## src/rtl/writeback_stage_if.sv

```systemverilog
// Status/icode constants, FSM state type and the W-stage bus interface shared by
// writeback_stage and whatever drives it (memory stage, hazard control, register file).
package writeback_pkg;
  localparam logic [2:0] STAT_BUBBLE = 3'd0;
  localparam logic [2:0] STAT_OK     = 3'd1;
  localparam logic [2:0] STAT_HLT    = 3'd2;
  localparam logic [2:0] STAT_ADR    = 3'd3;
  localparam logic [2:0] STAT_INS    = 3'd4;
  localparam logic [2:0] STAT_RESET  = 3'd5;
  localparam logic [3:0] INOP        = 4'h1;

  typedef enum logic [1:0] {FSM_RUN, FSM_HALT, FSM_ERR} fsm_t;
endpackage

interface writeback_stage_if #(
  parameter int DATA_W = 64,
  parameter int REG_AW = 4
);
  logic              stall_i;
  logic              bubble_i;
  logic [2:0]        m_stat_i;
  logic [3:0]        m_icode_i;
  logic [DATA_W-1:0] m_valE_i;
  logic [DATA_W-1:0] m_valM_i;
  logic [REG_AW-1:0] m_dstE_i;
  logic [REG_AW-1:0] m_dstM_i;

  logic              we_e_o;
  logic [REG_AW-1:0] waddr_e_o;
  logic [DATA_W-1:0] wdata_e_o;
  logic              we_m_o;
  logic [REG_AW-1:0] waddr_m_o;
  logic [DATA_W-1:0] wdata_m_o;
  logic [REG_AW-1:0] W_dstE_o;
  logic [REG_AW-1:0] W_dstM_o;
  logic [DATA_W-1:0] W_valE_o;
  logic [DATA_W-1:0] W_valM_o;
  logic [3:0]        W_icode_o;
  logic [2:0]        W_stat_o;
  logic [2:0]        cpu_stat_o;
  logic              halted_o;

  modport master (
    output stall_i, bubble_i, m_stat_i, m_icode_i, m_valE_i, m_valM_i, m_dstE_i, m_dstM_i,
    input  we_e_o, waddr_e_o, wdata_e_o, we_m_o, waddr_m_o, wdata_m_o,
           W_dstE_o, W_dstM_o, W_valE_o, W_valM_o, W_icode_o, W_stat_o, cpu_stat_o, halted_o
  );

  modport slave (
    input  stall_i, bubble_i, m_stat_i, m_icode_i, m_valE_i, m_valM_i, m_dstE_i, m_dstM_i,
    output we_e_o, waddr_e_o, wdata_e_o, we_m_o, waddr_m_o, wdata_m_o,
           W_dstE_o, W_dstM_o, W_valE_o, W_valM_o, W_icode_o, W_stat_o, cpu_stat_o, halted_o
  );
endinterface

```

## src/rtl/writeback_stage.sv

```systemverilog
// Y86-64 W stage: pipeline register, register-file write ports and sticky status FSM.
// Optional retired-instruction counter enabled by defining WB_RETIRE_CNT_EN.
module writeback_stage
  import writeback_pkg::*;
#(
  parameter int DATA_W = 64,
  parameter int REG_AW = 4
) (
  input  logic clk_i,
  input  logic rst_n_i,
  writeback_stage_if.slave wb
`ifdef WB_RETIRE_CNT_EN
  ,
  output logic [63:0] retired_o
`endif
);

  localparam logic [REG_AW-1:0] NO_REG = {REG_AW{1'b1}};

  logic [2:0]        w_stat;
  logic [3:0]        w_icode;
  logic [DATA_W-1:0] w_val_e;
  logic [DATA_W-1:0] w_val_m;
  logic [REG_AW-1:0] w_dst_e;
  logic [REG_AW-1:0] w_dst_m;

  fsm_t       state;
  logic [2:0] cpu_stat;
  logic       halted;
  logic       commit;
  logic       dst_clash;

  // NOTE: every clocked block uses non-blocking assignments so all registers
  // update from the same pre-edge values; blocking here would create ordering races.
  always_ff @(posedge clk_i or negedge rst_n_i) begin
    if (!rst_n_i) begin
      w_stat  <= STAT_RESET;
      w_icode <= INOP;
      w_val_e <= '0;
      w_val_m <= '0;
      w_dst_e <= NO_REG;
      w_dst_m <= NO_REG;
    end else if (wb.stall_i) begin
      w_stat  <= w_stat;
    end else if (wb.bubble_i) begin
      w_stat  <= STAT_BUBBLE;
      w_icode <= INOP;
      w_val_e <= '0;
      w_val_m <= '0;
      w_dst_e <= NO_REG;
      w_dst_m <= NO_REG;
    end else begin
      w_stat  <= wb.m_stat_i;
      w_icode <= wb.m_icode_i;
      w_val_e <= wb.m_valE_i;
      w_val_m <= wb.m_valM_i;
      w_dst_e <= wb.m_dstE_i;
      w_dst_m <= wb.m_dstM_i;
    end
  end

  // Status FSM: halt and fault are sticky; the faulting code is captured on entry.
  always_ff @(posedge clk_i or negedge rst_n_i) begin
    if (!rst_n_i) begin
      state    <= FSM_RUN;
      cpu_stat <= STAT_OK;
      halted   <= 1'b0;
    end else if (state == FSM_RUN) begin
      if (w_stat == STAT_HLT) begin
        state    <= FSM_HALT;
        cpu_stat <= STAT_HLT;
        halted   <= 1'b1;
      end else if (w_stat == STAT_ADR || w_stat == STAT_INS) begin
        state    <= FSM_ERR;
        cpu_stat <= w_stat;
        halted   <= 1'b1;
      end
    end
  end

  // The halting instruction commits; a faulting one, or anything after leaving RUN, does not.
  assign commit    = (w_stat == STAT_OK || w_stat == STAT_HLT) && state == FSM_RUN;
  assign dst_clash = (w_dst_e == w_dst_m) && (w_dst_m != NO_REG);

  assign wb.we_e_o    = commit && (w_dst_e != NO_REG) && !dst_clash;
  assign wb.waddr_e_o = w_dst_e;
  assign wb.wdata_e_o = w_val_e;
  assign wb.we_m_o    = commit && (w_dst_m != NO_REG);
  assign wb.waddr_m_o = w_dst_m;
  assign wb.wdata_m_o = w_val_m;

  assign wb.W_dstE_o   = w_dst_e;
  assign wb.W_dstM_o   = w_dst_m;
  assign wb.W_valE_o   = w_val_e;
  assign wb.W_valM_o   = w_val_m;
  assign wb.W_icode_o  = w_icode;
  assign wb.W_stat_o   = w_stat;
  assign wb.cpu_stat_o = cpu_stat;
  assign wb.halted_o   = halted;

`ifdef WB_RETIRE_CNT_EN
  // A stalled instruction stays in W, so it is counted only on the edge it leaves.
  always_ff @(posedge clk_i or negedge rst_n_i) begin
    if (!rst_n_i) begin
      retired_o <= '0;
    end else if (commit && !wb.stall_i && w_icode != INOP) begin
      retired_o <= retired_o + 64'd1;
    end
  end
`endif

endmodule

```

## src/flat_wrapper.sv

```systemverilog
// flat-port wrapper written by rule: the top's interface ports become plain ports
module writeback_stage_flat import writeback_pkg::*;
#(
  parameter int DATA_W = 64,
  parameter int REG_AW = 4
)
  (clk_i, rst_n_i, wb_stall_i, wb_bubble_i, wb_m_stat_i, wb_m_icode_i, wb_m_valE_i, wb_m_valM_i, wb_m_dstE_i, wb_m_dstM_i, wb_we_e_o, wb_waddr_e_o, wb_wdata_e_o, wb_we_m_o, wb_waddr_m_o, wb_wdata_m_o, wb_W_dstE_o, wb_W_dstM_o, wb_W_valE_o, wb_W_valM_o, wb_W_icode_o, wb_W_stat_o, wb_cpu_stat_o, wb_halted_o);
  writeback_stage_if #(.DATA_W(DATA_W), .REG_AW(REG_AW)) wb_i ();
  input  logic clk_i;
  input  logic rst_n_i;
  input wire logic [$bits(wb_i.stall_i)-1:0] wb_stall_i;
  input wire logic [$bits(wb_i.bubble_i)-1:0] wb_bubble_i;
  input wire logic [$bits(wb_i.m_stat_i)-1:0] wb_m_stat_i;
  input wire logic [$bits(wb_i.m_icode_i)-1:0] wb_m_icode_i;
  input wire logic [$bits(wb_i.m_valE_i)-1:0] wb_m_valE_i;
  input wire logic [$bits(wb_i.m_valM_i)-1:0] wb_m_valM_i;
  input wire logic [$bits(wb_i.m_dstE_i)-1:0] wb_m_dstE_i;
  input wire logic [$bits(wb_i.m_dstM_i)-1:0] wb_m_dstM_i;
  output wire logic [$bits(wb_i.we_e_o)-1:0] wb_we_e_o;
  output wire logic [$bits(wb_i.waddr_e_o)-1:0] wb_waddr_e_o;
  output wire logic [$bits(wb_i.wdata_e_o)-1:0] wb_wdata_e_o;
  output wire logic [$bits(wb_i.we_m_o)-1:0] wb_we_m_o;
  output wire logic [$bits(wb_i.waddr_m_o)-1:0] wb_waddr_m_o;
  output wire logic [$bits(wb_i.wdata_m_o)-1:0] wb_wdata_m_o;
  output wire logic [$bits(wb_i.W_dstE_o)-1:0] wb_W_dstE_o;
  output wire logic [$bits(wb_i.W_dstM_o)-1:0] wb_W_dstM_o;
  output wire logic [$bits(wb_i.W_valE_o)-1:0] wb_W_valE_o;
  output wire logic [$bits(wb_i.W_valM_o)-1:0] wb_W_valM_o;
  output wire logic [$bits(wb_i.W_icode_o)-1:0] wb_W_icode_o;
  output wire logic [$bits(wb_i.W_stat_o)-1:0] wb_W_stat_o;
  output wire logic [$bits(wb_i.cpu_stat_o)-1:0] wb_cpu_stat_o;
  output wire logic [$bits(wb_i.halted_o)-1:0] wb_halted_o;
  assign wb_i.stall_i = wb_stall_i;
  assign wb_i.bubble_i = wb_bubble_i;
  assign wb_i.m_stat_i = wb_m_stat_i;
  assign wb_i.m_icode_i = wb_m_icode_i;
  assign wb_i.m_valE_i = wb_m_valE_i;
  assign wb_i.m_valM_i = wb_m_valM_i;
  assign wb_i.m_dstE_i = wb_m_dstE_i;
  assign wb_i.m_dstM_i = wb_m_dstM_i;
  assign wb_we_e_o = wb_i.we_e_o;
  assign wb_waddr_e_o = wb_i.waddr_e_o;
  assign wb_wdata_e_o = wb_i.wdata_e_o;
  assign wb_we_m_o = wb_i.we_m_o;
  assign wb_waddr_m_o = wb_i.waddr_m_o;
  assign wb_wdata_m_o = wb_i.wdata_m_o;
  assign wb_W_dstE_o = wb_i.W_dstE_o;
  assign wb_W_dstM_o = wb_i.W_dstM_o;
  assign wb_W_valE_o = wb_i.W_valE_o;
  assign wb_W_valM_o = wb_i.W_valM_o;
  assign wb_W_icode_o = wb_i.W_icode_o;
  assign wb_W_stat_o = wb_i.W_stat_o;
  assign wb_cpu_stat_o = wb_i.cpu_stat_o;
  assign wb_halted_o = wb_i.halted_o;
  writeback_stage #(.DATA_W(DATA_W), .REG_AW(REG_AW)) u_core (.clk_i(clk_i), .rst_n_i(rst_n_i), .wb(wb_i));
endmodule
```

## config.mk

```make
export PLATFORM = sky130hd
export DESIGN_NAME = writeback_stage_flat
export DESIGN_NICKNAME = d
export VERILOG_FILES = /design/src/rtl/writeback_stage_if.sv /design/src/rtl/writeback_stage.sv /design/src/flat_wrapper.sv
export SDC_FILE = /design/constraint.sdc
export NUM_CORES = 1
export LEC_CHECK = 0
export CAP_MARGIN = 20
export CELL_PAD_IN_SITES_DETAIL_PLACEMENT = 1
export CELL_PAD_IN_SITES_GLOBAL_PLACEMENT = 1
export CORE_ASPECT_RATIO = 0.8
export CORE_MARGIN = 10
export CORE_UTILIZATION = 27
export CTS_CLUSTER_SIZE = 40
export DETAILED_ROUTE_END_ITERATION = 6
export GPL_ROUTABILITY_DRIVEN = 0
export PLACE_DENSITY_LB_ADDON = 0.1
export SETUP_SLACK_MARGIN = 0.02
export SYNTH_ARGS = -nofsm -noshare
export SYNTH_HDL_FRONTEND = slang
export SYNTH_SLANG_ARGS = --single-unit
```

## constraint.sdc

```tcl
create_clock -name clk_i -period 1.8 [get_ports clk_i]
set_input_delay 0.36 -clock clk_i [delete_from_list [all_inputs] [get_ports clk_i]]
set_output_delay 0.36 -clock clk_i [all_outputs]
set_load 0.01 [all_outputs]
```

# After elaboration in Yosys (flattened, before gate mapping)
# Index checks and enable logic that the tools add are counted.
# totals
regBits	149
input_bits	147
wordCells	39
# classes
n_eq_ne	7
mux	12
reduce_logical	11
# ops
cell	n
$mux 64	2
$mux 4	3
$mux 3	3
$ne 4x4->1 const B	2
$eq 3x2->1 const B	2
$logic_and 1x1->1	5
$eq 4x4->1	1
$mux 2	2
$eq 3x1->1 const B	1
$eq 3x3->1 const B	1
$logic_not 2->1	1
$logic_or 1x1->1	2
$mux 1	2
$reduce_and 2->1	1
$reduce_bool 2->1	1
$logic_not 1->1	1

# Longest topological paths before layout
# Gate-level depths: netlist (run 1).
# depth
word_depth	5
depth_mapped	5
depth_no_buf	3

# Worst setup path after synthesis (run 1)
# OpenSTA, ideal clock, no wires.
# synth_timing
kind	reg2out
from	register u_core.w_stat[2], in the netlist u_core.wb.W_stat_o[2]
to	output wb_we_e_o
arrival_time_ns	1.240
required_time_ns	1.440
slack_ns	0.200
stages_incl_launch_ff	4
path_buffers	0
path_cell_list	dfstp_2 -> nor3_1 -> nand3_1 -> a41oi_1
# synth_between
elab_chain_cells	5
word_cells_on_any_way	6
cone_classes	2 x eq/ne; 4 x reduce/logical
# synth_rtl
element	line	rtl
from (decl)	writeback_stage.sv:20	logic [2:0] w_stat;
from (signal assigned)	writeback_stage.sv:44	w_stat <= w_stat;
from (signal assigned)	writeback_stage.sv:53	w_stat <= wb.m_stat_i;
$eq 3x1->1 / $eq 3x2->1 (equally long branches)	writeback_stage.sv:82	assign commit = (w_stat == STAT_OK || w_stat == STAT_HLT) && state == FSM_RUN;
$logic_or 1x1->1 (*)	writeback_stage.sv:82	
$logic_and 1x1->1 (*)	writeback_stage.sv:82	
$logic_and 1x1->1 (*) (2 in series)	writeback_stage.sv:85	assign wb.we_e_o = commit && (w_dst_e != NO_REG) && !dst_clash;
to (decl)	flat_wrapper.sv:19	output wire logic [$bits(wb_i.we_e_o)-1:0] wb_we_e_o;
# Mark *: on every way between the ends. The rest lies on a longest branch, timed or not.

# Worst setup path after layout (run 1)
# layout_timing
from	register u_core.w_stat[0], in the netlist u_core.wb.W_stat_o[0]
to	output wb_we_e_o
# The elaborated chain is that of the path after synthesis.

==> results.json, run 1 <==
{
  "synth_top_area_share_pct": 47.0,
  "fill_cells": 2922,
  "synth_edf_count": 0,
  "synthCells": 795,
  "cts_buffers": 17,
  "ys_top_cells_by_area": "dfrtp_1 47%, buf_4 14%, nand2b_1 12%",
  "critPathRequiredTime_ns": 1.44,
  "startpoint_type": "register",
  "path_clk_slew_ns": 0.06,
  "path_cells": "xor2_1 -> nand3_1 -> a41oi_2 -> buf_2",
  "final_cell_area_um2": 11900,
  "grt_pass1_vias": 6773,
  "regToRegSetupSlack_ns": 0.36,
  "worst_pin_slew_ns": 0.394,
  "via_count": 6199,
  "path_class": "register to output port",
  "htreeDepth": 4,
  "grt_pass1_wl_mm": 43.8,
  "min_to": "u_core.wb.W_stat_o[0]",
  "synth_area_um2": 7290,
  "drtPass1Iterations": 4,
  "rr_worst_depth": 4,
  "area.sequential_um2": 3740,
  "setup_viol": 2,
  "areaGrowthSynthToFinish_pct": 63.8,
  "worst-path-max-fanout": 2,
  "drv_cap": 0,
  "nets": 1242,
  "sequentialPowerShare_pct": 39.1,
  "ys_ff_latch": 149,
  "grt_usage_pct": 16.7,
  "p_int_mw": 7.25,
  "status": "complete, but fails checks",
  "swShare_pct": 27.3,
  "clockBufferDepth": 2,
  "fp.dieH_um": 167,
  "place_area_um2": 11200,
  "pwr-share-clk_pct": 38.6,
  "async_flop_share_pct": 100,
  "finalCritPeriodShare_pct": 113,
  "power_density_nw_per_um2": 835,
  "p_sw_mw": 2.72,
  "cts.sinks": 149,
  "holdCritStartpoint": "wb_stall_i",
  "yosys.area.top_type": "dfrtp_1",
  "clock_skew_ns": 0.00297,
  "multiInputGateArea_um2": 2340,
  "r2r-end": "u_core.wb.cpu_stat_o[1]",
  "synth_area_per_cell_um2": 9.17,
  "drt-wirelength-per-cell_um": 19.9,
  "start_util_pct": 27.6,
  "antenna_found_initial": 3,
  "fp.dieW_um": 204,
  "route.antenna.remaining_nets": 0,
  "hold_path.class": "primary input to register",
  "rows": 53,
  "rsz0062_at_grt": "true",
  "failed_checks": "negative setup slack",
  "grt_start_max_net_pins": 81,
  "min_period_ns": 2.03,
  "arrival_ns": 1.67,
  "ys_types": 26,
  "r2r-start": "u_core.wb.W_stat_o[2]",
  "hpwl_mm": 22.6,
  "pre_cts_slack_ns": -0.284,
  "syn_nets": 942,
  "io_buffers": 431,
  "drc": 0,
  "fmax_mhz": 492,
  "avgViaCountPerCell": 4.23,
  "root_buffer": "clkbuf_16",
  "io_pins": 432,
  "min_path_cells": 3,
  "fin_util_pct": 45.2,
  "yosysWarnings": 0,
  "synth_common_cells": "144 x nand2_1, 138 x o21ai_0, 137 x dfrtp_1",
  "slew_viol_final": 0,
  "core_area_um2": 26500,
  "clk_latency_ns": 0.42,
  "p_leak_nw": 6.41,
  "drtIter0Drc": 180,
  "drive_gt1_share_pct": 8.12,
  "grt-ovfl-total": 0,
  "slowest_stage": "dfstp_2",
  "yosysSeqAreaShare_pct": 51.3,
  "hold_violations": 0,
  "slowest_delay_ns": 0.54,
  "die_area_um2": 34000,
  "cp-end-kind": "output port",
  "ir_worst_vdd_v": 0.000579,
  "yosysMostFrequentCell": "nand2_1",
  "relSlewSlack_pct": 73.7,
  "cts_tree": "built",
  "setup_ws_ns": -0.231,
  "wirelength_mm": 29.1,
  "comb_power_share_pct": 22.3,
  "synthFlopType": "dfrtp_1"
}
==> worst max-delay path: cells and delay by family (launching register included) <==
kind            cells  cell delay (ns)
compound gates      1             0.23
xor+xnor            1             0.18
buf+inv             1             0.18
flops               1             0.54
simple gates        1             0.12
==> state kept, by name, indices dropped and copies added, names as in the netlist <==
name and flops:
u_core.wb.W_stat_o 3, u_core.wb.W_dstE_o 4, u_core.wb.cpu_stat_o 3, u_core.wb.W_dstM_o 4
u_core.wb.W_valE_o 64, u_core.wb.halted_o 1, u_core.wb.W_icode_o 4, u_core.wb.W_valM_o 64
u_core.state 2
==> layout make-up <==
cell class	count	area share [%]
repair buffers	466	40.0
flip-flops and latches	149	31.3
multi-input cells	459	19.6
clock buffers	20	3.74
well taps	357	3.74
clock inverters	12	1.50
inverters	2	0.0628
diodes	1	0.0209
==> power by group through the flow <==
stage	sequential [mW]	combinational, mW	clock [mW]
after detailed placement	3.99	2.44	0
after CTS	3.92	2.32	3.97
after floorplan	4.05	0.892	0
after global routing	3.95	2.42	4.11
final	3.91	2.22	3.85
after global placement	3.98	2.42	0
==> per-layer routing <==
layer	track usage [%]	vias up	share of wire (%)
met5	0	-	0.076
met4	3.85	4	0.79
met3	6.53	19	7.6
met2	29.4	194	51
met1	18.5	2990	40
li1	-	2992	-
==> cells in the final DEF (no fill, tap or decap), types with 2 or more instances in the layout <==
master,instances
a21o_1,2
a21oi_1,3
a41oi_2,2
buf_12,10
buf_2,3
buf_4,25
buf_6,2
bufinv_16,4
clkbuf_1,2
clkbuf_16,17
clkbuf_2,3
clkdlybuf4s15_1,11
clkdlybuf4s50_1,229
clkinv_2,2
clkinv_4,3
clkinvlp_4,3
dfrtp_1,136
dfstp_2,12
dlygate4sd2_1,94
dlymetal6s2s_1,88
inv_1,2
nand2_1,144
nand2b_1,135
nor2_1,14
o21ai_0,138
o21ai_1,6
xnor2_1,3
xor2_1,2
==> how the worst max path moves through the flow <==
stage	from	slack (ns)	depth (start not counted)	end
after floorplan	u_core.wb.W_stat_o[2]	0.20	3	wb_we_e_o
after global placement	u_core.wb.W_stat_o[0]	-0.28	4	wb_we_e_o
after detailed placement	u_core.wb.W_stat_o[0]	-0.28	4	wb_we_e_o
after CTS	u_core.wb.W_stat_o[0]	-0.25	4	wb_we_e_o
after global routing	u_core.wb.W_stat_o[0]	-0.30	4	wb_we_e_o
final	u_core.wb.W_stat_o[0]	-0.23	4	wb_we_e_o
==> per-stage QoR <==
step	hold WS, ns	std cells	TNS, ns	total power [mW]
2_1_floorplan	0.0644	795	0	4.94
3_3_place_gp	0.298	1430	-0.520	6.40
3_5_place_dp	0.298	1430	-0.492	6.42
4_1_cts	0.297	1464	-0.449	10.2
5_1_grt	0.345	1466	-0.542	10.5
6_report	0.314	1466	-0.391	9.98
==> cell families after synthesis <==
family                    Yosys count  share of synthesized area (%)
DFF                               149                           51.3
buffers and inverters             187                           16.8
and+or+nand+nor                   299                           20.3
AOI/OAI and AO/OA                 155                           11.0
xor gates and xnor gates            5                          0.601
==> what timing repair did <==
item	CTS	global route
setup buffers	1	1
hold endpoints to repair	19	0
hold buffers	1	0
pin swaps	1	0
setup endpoints to repair	119	104
gates resized for setup	129	99
Note: power is estimated with default switching activity, not from simulation.
==> run 2, diff against run 1 <==
HOLD_SLACK_MARGIN = 0.03   (was not set)
==> results of run 2 <==
The final DEF is identical to that of run 1; final timing and power are the same.
==> run 3, diff against run 2 <==
clock period = 2.3 ns   (was 1.8 ns; I/O delays follow)
==> run 3 against run 2 <==
Compared with the run above:
- the flow now finishes without violations
- count of clock-buffer cells in the layout did not move
- final cell count fell by 1.0%
- core utilization fell by 0.94 points
- setup slack improved by 0.33 ns
- cell area fell by 2.1%
- sequential power fell by 21%
- clock power fell by 26%
- non-clock buffer count fell by 15
- critical path depth did not move
- routed wire length fell by 2.1%
- sequential share of layout area rose by 0.65 points
- critical endpoint unchanged
- largest cell class unchanged
- highest routed layer unchanged
==> results.json, run 3 (same netlist as run 1, synthesis figures left out) <==
{
  "place_area_um2": 11000,
  "antenna_found_initial": 2,
  "drc": 0,
  "power_density_nw_per_um2": 661,
  "multiInputGateArea_um2": 2350,
  "comb_power_share_pct": 23.4,
  "root_buffer": "clkbuf_16",
  "cp-end-kind": "output port",
  "fp.dieW_um": 204,
  "io_buffers": 431,
  "cts.sinks": 149,
  "finalCritPeriodShare_pct": 95.7,
  "relSlewSlack_pct": 70.9,
  "grt_usage_pct": 16.4,
  "start_util_pct": 27.6,
  "path_class": "register to output port",
  "clk_latency_ns": 0.41,
  "worst_pin_slew_ns": 0.437,
  "grt-ovfl-total": 0,
  "critPathRequiredTime_ns": 1.84,
  "cpMostUsedCell": "a41oi_2",
  "via_count": 6104,
  "die_area_um2": 34000,
  "swShare_pct": 27.5,
  "drtPass1Iterations": 4,
  "p_sw_mw": 2.13,
  "grt_pass1_wl_mm": 42.9,
  "status": "finished, final reports clean",
  "final_common_cell": "clkdlybuf4s50_1",
  "pwr-share-clk_pct": 36.7,
  "min_period_ns": 2.20,
  "nets": 1227,
  "rows": 53,
  "cp_top_family": "flip-flops",
  "drt-wirelength-per-cell_um": 19.7,
  "slew_viol_final": 0,
  "path_clk_slew_ns": 0.06,
  "slowest_stage": "dfstp_2",
  "clockBufferDepth": 2,
  "setup_viol": 0,
  "worst-path-max-fanout": 6,
  "io_pins": 432,
  "core_area_um2": 26500,
  "path_cells": "xor2_1 -> a41oi_2 -> a41oi_2 -> clkdlybuf4s15_2",
  "fin_util_pct": 44.2,
  "clock_skew_ns": 0.00350,
  "startpoint_type": "register",
  "hold_path.class": "primary input to register",
  "area.sequential_um2": 3740,
  "avgViaCountPerCell": 4.21,
  "areaGrowthSynthToFinish_pct": 60.4,
  "drive_gt1_share_pct": 6.68,
  "hold_violations": 0,
  "crit_buf_inv": 1,
  "p_int_mw": 5.60,
  "layout_common_cells": "426 x clkdlybuf4s50_1, 144 x nand2_1, 138 x o21ai_0",
  "hpwl_mm": 22.4,
  "fmax_mhz": 454,
  "drv_cap": 0,
  "htreeDepth": 4,
  "wirelength_mm": 28.5,
  "drtIter0Drc": 228,
  "final_cell_area_um2": 11700,
  "slowest_delay_ns": 0.60,
  "grt_start_max_net_pins": 71,
  "ir_worst_vdd_v": 0.000448,
  "cts_tree": "built",
  "p_leak_nw": 4.71,
  "arrival_ns": 1.74,
  "cts_buffers": 17,
  "grt_pass1_vias": 6670,
  "sequentialPowerShare_pct": 39.9,
  "fill_cells": 2954,
  "route.antenna.remaining_nets": 0,
  "fp.dieH_um": 167
}
-- run 3: timing repair --
action,in CTS,in global routing
gates resized for setup,8,2
buffers inserted,0,1
hold buffers,1,0
endpoints found under the hold margin,25,0
pin swaps,1,1
endpoints found under the setup margin,2,2
-- run 3: cell type report --
cell class,count,share of cell area (%)
tap,357,3.82
clock buffer,20,3.90
inverter,2,0.0642
sequential,149,32.0
clock inverter,12,1.22
timing repair buffer,451,38.8
antenna,1,0.0214
multi-input combinational,459,20.1
-- run 3: power groups by stage --
| stage | Sequential [mW] | Clock, mW | Combinational, mW |
|---|---|---|---|
| 4_1_cts | 3.09 | 2.94 | 1.85 |
| 6_report | 3.09 | 2.84 | 1.81 |
| 5_1_grt | 3.13 | 3.05 | 1.96 |
| 3_5_place_dp | 3.14 | 0 | 1.84 |
| 2_1_floorplan | 3.17 | 0 | 0.698 |
| 3_3_place_gp | 3.13 | 0 | 1.82 |
-- run 3: final timing paths --
kind | from | to | slack [ns] | depth (start not counted)
setup / recovery | u_core.wb.W_dstE_o[2] | wb_we_e_o | 0.1 | 4
hold / removal | wb_stall_i | u_core.wb.W_dstE_o[3] | 0.43 | 3
setup reg to reg | u_core.wb.W_stat_o[0] | u_core.wb.cpu_stat_o[1] | 0.88 | 4
hold reg to reg | u_core.wb.W_icode_o[1] | u_core.wb.W_icode_o[1] | 0.49 | 2
max in group asynchronous | rst_n_i | u_core.wb.W_stat_o[2] | 1.06 | 3
min in group asynchronous | rst_n_i | u_core.wb.W_valE_o[6] | 0.53 | 2
-- run 3: stage by stage --
stage	TNS [ns]	std cells	setup WS (ns)	total power [mW]	hold slack [ns]
finish	0	1451	0.0989	7.73	0.429
global route	-0.00332	1450	-0.00290	8.14	0.473
CTS	0	1449	0.0257	7.88	0.431
detailed placement	0	1416	0.110	4.97	0.425
global placement	0	1416	0.121	4.94	0.421
floorplan	0	795	0.600	3.87	0.164
-- run 3: routing by layer --
layer | routed length, µm | vias up | GRT usage, %
li1 | - | 2968 | -
met3 | 2350 | 16 | 6.59
met5 | 22 | - | 0
met1 | 11400 | 2915 | 18.1
met4 | 208 | 4 | 3.43
met2 | 14600 | 201 | 28.8
-- run 3: worst reg2reg max path, delay by kind of cell, from the launching register on --
kind / cells / cell delay [ns]
compound gates: 1 / 0.16
buf+inv: 1 / 0.16
flops: 1 / 0.38
simple gates: 2 / 0.62
